$ cat config.mk
export PLATFORM = sky130hd
export DESIGN_NAME = count_uart_reporter
export DESIGN_NICKNAME = d
export VERILOG_FILES = /design/src/rtl/count_report_pkg.sv /design/src/rtl/uart_tx_byte.sv /design/src/rtl/count_uart_reporter.sv
export SDC_FILE = /design/constraint.sdc
export NUM_CORES = 1
export LEC_CHECK = 0
export ABC_CLOCK_PERIOD_IN_PS = 3700
export BUFFER_PORTS_ARGS = -buffer_cell sky130_fd_sc_hd__buf_2
export CAP_MARGIN = 10
export CORE_MARGIN = 5
export CORE_UTILIZATION = 65
export CTS_CLUSTER_SIZE = 20
export DETAILED_ROUTE_END_ITERATION = 8
export PLACE_DENSITY = 0.81
export SYNTH_ARGS = -nofsm -noshare
export SYNTH_HDL_FRONTEND = slang
export SYNTH_SLANG_ARGS = --single-unit
$ cat constraint.sdc
create_clock -name clk -period 3.7 [get_ports clk]
set_input_delay 0.74 -clock clk [delete_from_list [all_inputs] [get_ports clk]]
set_output_delay 0.74 -clock clk [all_outputs]
set_load 0.02 [all_outputs]
$ cat src/rtl/count_report_pkg.sv
`default_nettype none
// ============================================================================
// Module   : count_report_pkg
// Purpose  : Shared types, constants and helpers for the counter UART
//            reporter: FSM state type, frame length, count ceiling, ASCII
//            codes, one double-dabble iteration and the frame byte selector.
// Revision : 1.0 - initial release
// ============================================================================
package count_report_pkg;

    // Report controller states
    typedef enum logic [2:0] {
        ST_IDLE    = 3'd0,
        ST_CONVERT = 3'd1,
        ST_SEND    = 3'd2,
        ST_NEXT    = 3'd3,
        ST_FINISH  = 3'd4
    } state_t;

    localparam int          FRAME_LEN = 7;
    localparam logic [13:0] MAX_COUNT = 14'd9999;

    // Binary-to-BCD working register: 16 BCD bits above 14 binary bits
    localparam int DD_STEPS = 14;

    localparam logic [7:0] ASCII_0  = 8'h30;
    localparam logic [7:0] ASCII_U  = 8'h55;
    localparam logic [7:0] ASCII_D  = 8'h44;
    localparam logic [7:0] ASCII_R  = 8'h52;
    localparam logic [7:0] ASCII_S  = 8'h53;
    localparam logic [7:0] ASCII_LF = 8'h0A;

    // One double-dabble iteration: add 3 to every BCD digit >= 5, then shift
    function automatic logic [29:0] dd_step(input logic [29:0] v);
        logic [29:0] t;
        t = v;
        for (int i = 0; i < 4; i++) begin
            if (t[14 + 4*i +: 4] >= 4'd5) begin
                t[14 + 4*i +: 4] = t[14 + 4*i +: 4] + 4'd3;
            end
        end
        return {t[28:0], 1'b0};
    endfunction

    // Byte `sel` of the report frame: mode, four digits, status, line feed
    function automatic logic [7:0] frame_byte(input logic [2:0]  sel,
                                              input logic        m,
                                              input logic        r,
                                              input logic [15:0] bcd);
        logic [7:0] b;
        case (sel)
            3'd0:    b = m ? ASCII_U : ASCII_D;
            3'd1:    b = ASCII_0 + {4'd0, bcd[15:12]};
            3'd2:    b = ASCII_0 + {4'd0, bcd[11:8]};
            3'd3:    b = ASCII_0 + {4'd0, bcd[7:4]};
            3'd4:    b = ASCII_0 + {4'd0, bcd[3:0]};
            3'd5:    b = r ? ASCII_R : ASCII_S;
            default: b = ASCII_LF;
        endcase
        return b;
    endfunction

endpackage
`default_nettype wire

$ cat src/rtl/uart_tx_byte.sv
`default_nettype none
// ============================================================================
// Module   : uart_tx_byte
// Purpose  : 8N1 UART byte serialiser with its own baud counter. A start
//            request is taken only while idle; byte_done pulses during the
//            last cycle of the stop bit so a follow-on byte can be started
//            in the very next cycle. tx is registered (one cycle behind the
//            internal bit timing) so the line never glitches.
// Revision : 1.0 - initial release
// ============================================================================
module uart_tx_byte #(
    parameter int BAUD_DIV = 10
) (
    input  logic       clk,
    input  logic       reset,
    input  logic       start,
    input  logic [7:0] data,
    output logic       tx,
    output logic       busy,
    output logic       byte_done
);

    localparam int                CNT_W     = $clog2(BAUD_DIV);
    localparam logic [CNT_W-1:0]  BAUD_LAST = CNT_W'(BAUD_DIV - 1);
    localparam logic [3:0]        LAST_BIT  = 4'd9;

    logic             active_q,   active_d;
    logic [9:0]       shreg_q,    shreg_d;
    logic [3:0]       bit_idx_q,  bit_idx_d;
    logic [CNT_W-1:0] baud_cnt_q, baud_cnt_d;
    logic             tx_q,       tx_d;

    // Bit sequencing: load {stop, data, start}, shift out LSB first
    always_comb begin
        active_d   = active_q;
        shreg_d    = shreg_q;
        bit_idx_d  = bit_idx_q;
        baud_cnt_d = baud_cnt_q;
        byte_done  = 1'b0;
        if (!active_q) begin
            if (start) begin
                active_d   = 1'b1;
                shreg_d    = {1'b1, data, 1'b0};
                bit_idx_d  = 4'd0;
                baud_cnt_d = '0;
            end
        end else if (baud_cnt_q == BAUD_LAST) begin
            baud_cnt_d = '0;
            if (bit_idx_q == LAST_BIT) begin
                active_d  = 1'b0;
                byte_done = 1'b1;
            end else begin
                bit_idx_d = bit_idx_q + 4'd1;
                shreg_d   = {1'b1, shreg_q[9:1]};
            end
        end else begin
            baud_cnt_d = baud_cnt_q + 1'b1;
        end
        tx_d = active_q ? shreg_q[0] : 1'b1;
    end

    // Serialiser state registers; line idles high out of reset
    always_ff @(posedge clk or negedge reset) begin
        if (!reset) begin
            active_q   <= 1'b0;
            shreg_q    <= '1;
            bit_idx_q  <= '0;
            baud_cnt_q <= '0;
            tx_q       <= 1'b1;
        end else begin
            active_q   <= active_d;
            shreg_q    <= shreg_d;
            bit_idx_q  <= bit_idx_d;
            baud_cnt_q <= baud_cnt_d;
            tx_q       <= tx_d;
        end
    end

    assign tx   = tx_q;
    assign busy = active_q;

endmodule
`default_nettype wire

$ cat src/rtl/count_uart_reporter.sv
`default_nettype none
// ============================================================================
// Module   : count_uart_reporter
// Purpose  : Captures the counter value, direction and run status on request,
//            converts the count (clamped to 9999) to four decimal digits with
//            a sequential double-dabble, and sends the 7-byte frame
//            "<U|D>dddd<R|S>\n" as 8N1 UART on tx.
// Options  : COUNT_REPORT_AUTO_EN - when defined, any change of count, mode
//            or run, or a request arriving while busy, raises a pending flag
//            that starts a (coalesced) report on the next idle cycle.
// Revision : 1.0 - initial release
// ============================================================================
module count_uart_reporter
    import count_report_pkg::*;
#(
    parameter int CLK_FREQ  = 100_000_000,
    parameter int BAUD_RATE = 9600
) (
    input  logic        clk,
    input  logic        reset,
    input  logic [13:0] count,
    input  logic        mode,
    input  logic        run,
    input  logic        send_req,
    output logic        tx,
    output logic        busy,
    output logic        done
);

    localparam int         BAUD_DIV = CLK_FREQ / BAUD_RATE;
    localparam logic [2:0] LAST_IDX = 3'(FRAME_LEN - 1);
    localparam logic [3:0] DD_LAST  = 4'(DD_STEPS - 1);

    state_t      state_q,    state_d;
    logic [2:0]  idx_q,      idx_d;
    logic [3:0]  dd_cnt_q,   dd_cnt_d;
    logic [29:0] dd_q,       dd_d;
    logic        mode_cap_q, mode_cap_d;
    logic        run_cap_q,  run_cap_d;

    logic [13:0] count_clamped;
    logic        req;
    logic        accept;
    logic        tx_start;
    logic [2:0]  byte_sel;
    logic [7:0]  tx_data;
    logic        tx_busy;
    logic        byte_done;

    assign count_clamped = (count > MAX_COUNT) ? MAX_COUNT : count;
    assign accept        = (state_q == ST_IDLE) && req;
    assign busy          = (state_q == ST_CONVERT) || (state_q == ST_SEND) ||
                           (state_q == ST_NEXT);
    assign done          = (state_q == ST_FINISH);

`ifdef COUNT_REPORT_AUTO_EN
    logic [13:0] count_prev_q;
    logic        mode_prev_q;
    logic        run_prev_q;
    logic        pending_q, pending_d;
    logic        inputs_changed;

    // Pending request: set by input changes or a request during a frame
    always_comb begin
        inputs_changed = (count != count_prev_q) || (mode != mode_prev_q) ||
                         (run != run_prev_q);
        pending_d = pending_q;
        if (inputs_changed || (send_req && busy)) begin
            pending_d = 1'b1;
        end
        if (accept) begin
            pending_d = 1'b0;
        end
    end

    // Previous-cycle input copies and the pending flag
    always_ff @(posedge clk or negedge reset) begin
        if (!reset) begin
            count_prev_q <= '0;
            mode_prev_q  <= 1'b0;
            run_prev_q   <= 1'b0;
            pending_q    <= 1'b0;
        end else begin
            count_prev_q <= count;
            mode_prev_q  <= mode;
            run_prev_q   <= run;
            pending_q    <= pending_d;
        end
    end

    assign req = send_req | pending_q;
`else
    assign req = send_req;
`endif

    // Report sequencing: capture, convert, then walk the frame byte by byte.
    // NEXT launches the following byte itself so only one idle bit-cycle
    // separates consecutive bytes on the line.
    always_comb begin
        state_d    = state_q;
        idx_d      = idx_q;
        dd_cnt_d   = dd_cnt_q;
        dd_d       = dd_q;
        mode_cap_d = mode_cap_q;
        run_cap_d  = run_cap_q;
        tx_start   = 1'b0;
        byte_sel   = idx_q;
        case (state_q)
            ST_IDLE: begin
                if (accept) begin
                    state_d    = ST_CONVERT;
                    dd_d       = {16'd0, count_clamped};
                    dd_cnt_d   = '0;
                    idx_d      = '0;
                    mode_cap_d = mode;
                    run_cap_d  = run;
                end
            end
            ST_CONVERT: begin
                dd_d = dd_step(dd_q);
                if (dd_cnt_q == DD_LAST) begin
                    dd_cnt_d = '0;
                    state_d  = ST_SEND;
                end else begin
                    dd_cnt_d = dd_cnt_q + 4'd1;
                end
            end
            ST_SEND: begin
                tx_start = !tx_busy;
                if (byte_done) begin
                    state_d = ST_NEXT;
                end
            end
            ST_NEXT: begin
                if (idx_q == LAST_IDX) begin
                    state_d = ST_FINISH;
                end else begin
                    idx_d    = idx_q + 3'd1;
                    byte_sel = idx_q + 3'd1;
                    tx_start = 1'b1;
                    state_d  = ST_SEND;
                end
            end
            ST_FINISH: begin
                state_d = ST_IDLE;
            end
            default: begin
                state_d = ST_IDLE;
            end
        endcase
    end

    // Controller registers; reset aborts any frame in flight
    always_ff @(posedge clk or negedge reset) begin
        if (!reset) begin
            state_q    <= ST_IDLE;
            idx_q      <= '0;
            dd_cnt_q   <= '0;
            dd_q       <= '0;
            mode_cap_q <= 1'b0;
            run_cap_q  <= 1'b0;
        end else begin
            state_q    <= state_d;
            idx_q      <= idx_d;
            dd_cnt_q   <= dd_cnt_d;
            dd_q       <= dd_d;
            mode_cap_q <= mode_cap_d;
            run_cap_q  <= run_cap_d;
        end
    end

    assign tx_data = frame_byte(byte_sel, mode_cap_q, run_cap_q, dd_q[29:14]);

    uart_tx_byte #(
        .BAUD_DIV (BAUD_DIV)
    ) u_tx (
        .clk       (clk),
        .reset     (reset),
        .start     (tx_start),
        .data      (tx_data),
        .tx        (tx),
        .busy      (tx_busy),
        .byte_done (byte_done)
    );

endmodule
`default_nettype wire

==> reports/metrics.csv <==
metric,value,unit
dieHeight,87.31,um
worstHoldPathCells,2,
clk_latency,0.35,ns
hold-path-endpoint,u_tx.shreg_q[7],
timing.final.crit_share,0.6105,
ys_seq_area_frac,0.4605,
powerDensity,482.1,nW/um^2
fillers,419,
grt_pass1_vias,3044,
clkTransAtPathRegs,0.07,ns
synth_seq_cells,71,
critical_path_peak_fanout,8,
wl_per_cell,16.21,um
r2r_end,u_tx.shreg_q[1],
async_reset_ff_frac,1.000,
ys_top_cells_by_count,"dfrtp_1 (61), nand2_1 (49), o21ai_0 (46)",
syn_area_per_cell,9.407,um^2
vias,3145,
netlist_area,3885,um^2
r2r_start,idx_q[0],
rsz0062_at_grt,false,
numCtsBuffers,9,
synth_edf_count,0,
final_core_util,0.7350,
synth.most_common_cell,dfrtp_1,
cts_setup_buffers,0,
h-tree-depth,3,
area_growth_syn_to_layout,10.69,%
reg2reg_depth,7,
ys_warn_count,0,
die_w,87.31,um
clock-sinks,71,
power.total,2.073,mW
hold_class,register to register,
totalWireLength,8314,um
gr-total-overflow,0,
antenna_left,0,
rows,28,
ir_worst_vdd,0.5013,mV
worst-setup-path-type,register to register,
min_from,u_tx.shreg_q[7],
grt_pass1_wl,14430,um
endpoint_kind,register,
die_area,7623,um^2
synthDistinctLibCells,58,
finalNetCount,468,
grt_antenna_before_repair,0,
reg2reg_slack,1.44,ns
drt-vias-per-instance,6.131,
startpoint_type,register,
stdcell_count,513,
min_period,2.259,ns
status,"finished, final reports clean",
drv_slew,0,
syn-num-nets,447,
grt_max_degree,72,
dp_hpwl,5608,um
place_inst,498,
antenna_cells,0,
coreArea,5851,um^2
syn_inst,413,
dr.first_iter.drc_count,146,
drc,0,
portBuffers,21,
synth_ff_type,dfrtp_1,
cp.required,4.00,ns
setup-tns-final,0,ns
cts_resized,0,
crit_arrival,2.56,ns
place_area,4070,um^2
fin_area,4300,um^2
setup_slack,1.441,ns
synth_largest_area_cell,dfrtp_1,
cts_root_buf,clkbuf_8,
maxCapViolCount,0,
gp_congestion,0.9445,
synth.area.top_cells,"dfrtp_1 (39%), dfstp_2 (6.8%), o21ai_0 (5.9%), ha_1 (4.8%), nand2_1 (4.7%)",
setup-violations-final,0,
synth_top_area_share,0.3929,
clock_path_buffers,2,
start_util,0.6640,
dr.pass1.iters,4,
hold-worst-slack,0.4748,ns
max_freq,0.4427,GHz
p_leak,2.001,nW
pre_cts_ws,1.463,ns
ioPinCount,22,
cts_tree,yes,
layout-drive-gt1-share,0.1393,
grt_util_all_layers,0.2409,
max_slew_margin,0.4090,
clock_skew,0.008391,ns
worst_pin_slew,0.8865,ns
final_hold_viol_count,0,
hold_buffers,0,
[layout make-up]
type	count	area, um^2	share of cell area
multi-input cells	304	1951	0.4536
well taps	75	93.84	0.02182
inverters	19	71.32	0.01658
clock inverters	3	65.06	0.01513
flip-flops and latches	71	1789	0.4161
clock buffers	12	165.2	0.03841
repair buffers	29	165.2	0.03841
[layer usage]
layer	track usage	wire, um
met4	0.1088	150
met2	0.3712	3960
met1	0.3319	3888
met3	0.04257	315
met5	0	0
[sequential cells by signal, indices dropped and copies added (netlist names)]
| signal | count |
|---|---|
| dd_q | 30 |
| u_tx.baud_cnt_q | 14 |
| u_tx.shreg_q | 9 |
| dd_cnt_q | 4 |
| u_tx.bit_idx_q | 4 |
| idx_q | 3 |
| state_q | 3 |
| mode_cap_q | 1 |
| run_cap_q | 1 |
| u_tx.busy | 1 |
| u_tx.tx | 1 |
[kinds of logic (layout without fill, tap and decap cells)]
| logic type | after synthesis | after routing | share of synthesized area |
|---|---|---|---|
| compound gates | 124 | 124 | 0.2135 |
| xor+xnor | 13 | 13 | 0.02931 |
| fa+ha+maj | 15 | 15 | 0.04831 |
| buf+inv | 38 | 63 | 0.04026 |
| flops | 71 | 71 | 0.4605 |
| mux | 6 | 6 | 0.01578 |
| simple gates | 146 | 146 | 0.1923 |
[worst max-delay path, cell delays in order, from the launching register on]
cell,delay (ns)
dfrtp_1,0.46
inv_1,0.10
ha_1,0.22
and2_0,0.23
o21ai_1,0.36
nand2_1,0.18
a2111oi_0,0.50
a2111o_1,0.17
[report_power, final]
part	switching [mW]	internal [mW]	total [mW]
registers	0.0926	0.865	0.958
logic	0.226	0.179	0.405
clock network	0.281	0.430	0.711
total	0.600	1.47	2.07
[placed cells by master (no fill, tap or decap), types with 4 or more instances in the layout]
cell / count
nor2_1: 28
dfstp_2: 10
a31oi_1: 4
a21oi_1: 15
nand4_1: 7
buf_4: 8
o22ai_1: 7
a21o_1: 6
nor3_1: 5
a32o_1: 5
xnor2_1: 7
mux2i_1: 5
xor2_1: 6
inv_1: 19
nand2b_1: 12
a22o_1: 6
dfrtp_1: 61
a22oi_1: 5
clkbuf_8: 12
o21ai_0: 46
nand2_1: 49
nand3_1: 14
o31ai_1: 8
and3_1: 4
ha_1: 15
buf_2: 21
nor2b_1: 5
[how the worst max path moves through the flow]
stage / end / startpoint
floorplan: u_tx.shreg_q[1] / idx_q[0]
global placement: u_tx.shreg_q[1] / idx_q[0]
detailed placement: u_tx.shreg_q[1] / idx_q[0]
CTS: u_tx.shreg_q[1] / idx_q[0]
global route: u_tx.shreg_q[1] / idx_q[0]
finish: u_tx.shreg_q[1] / idx_q[0]
No activity file was read; power rests on OpenSTA's default activity.
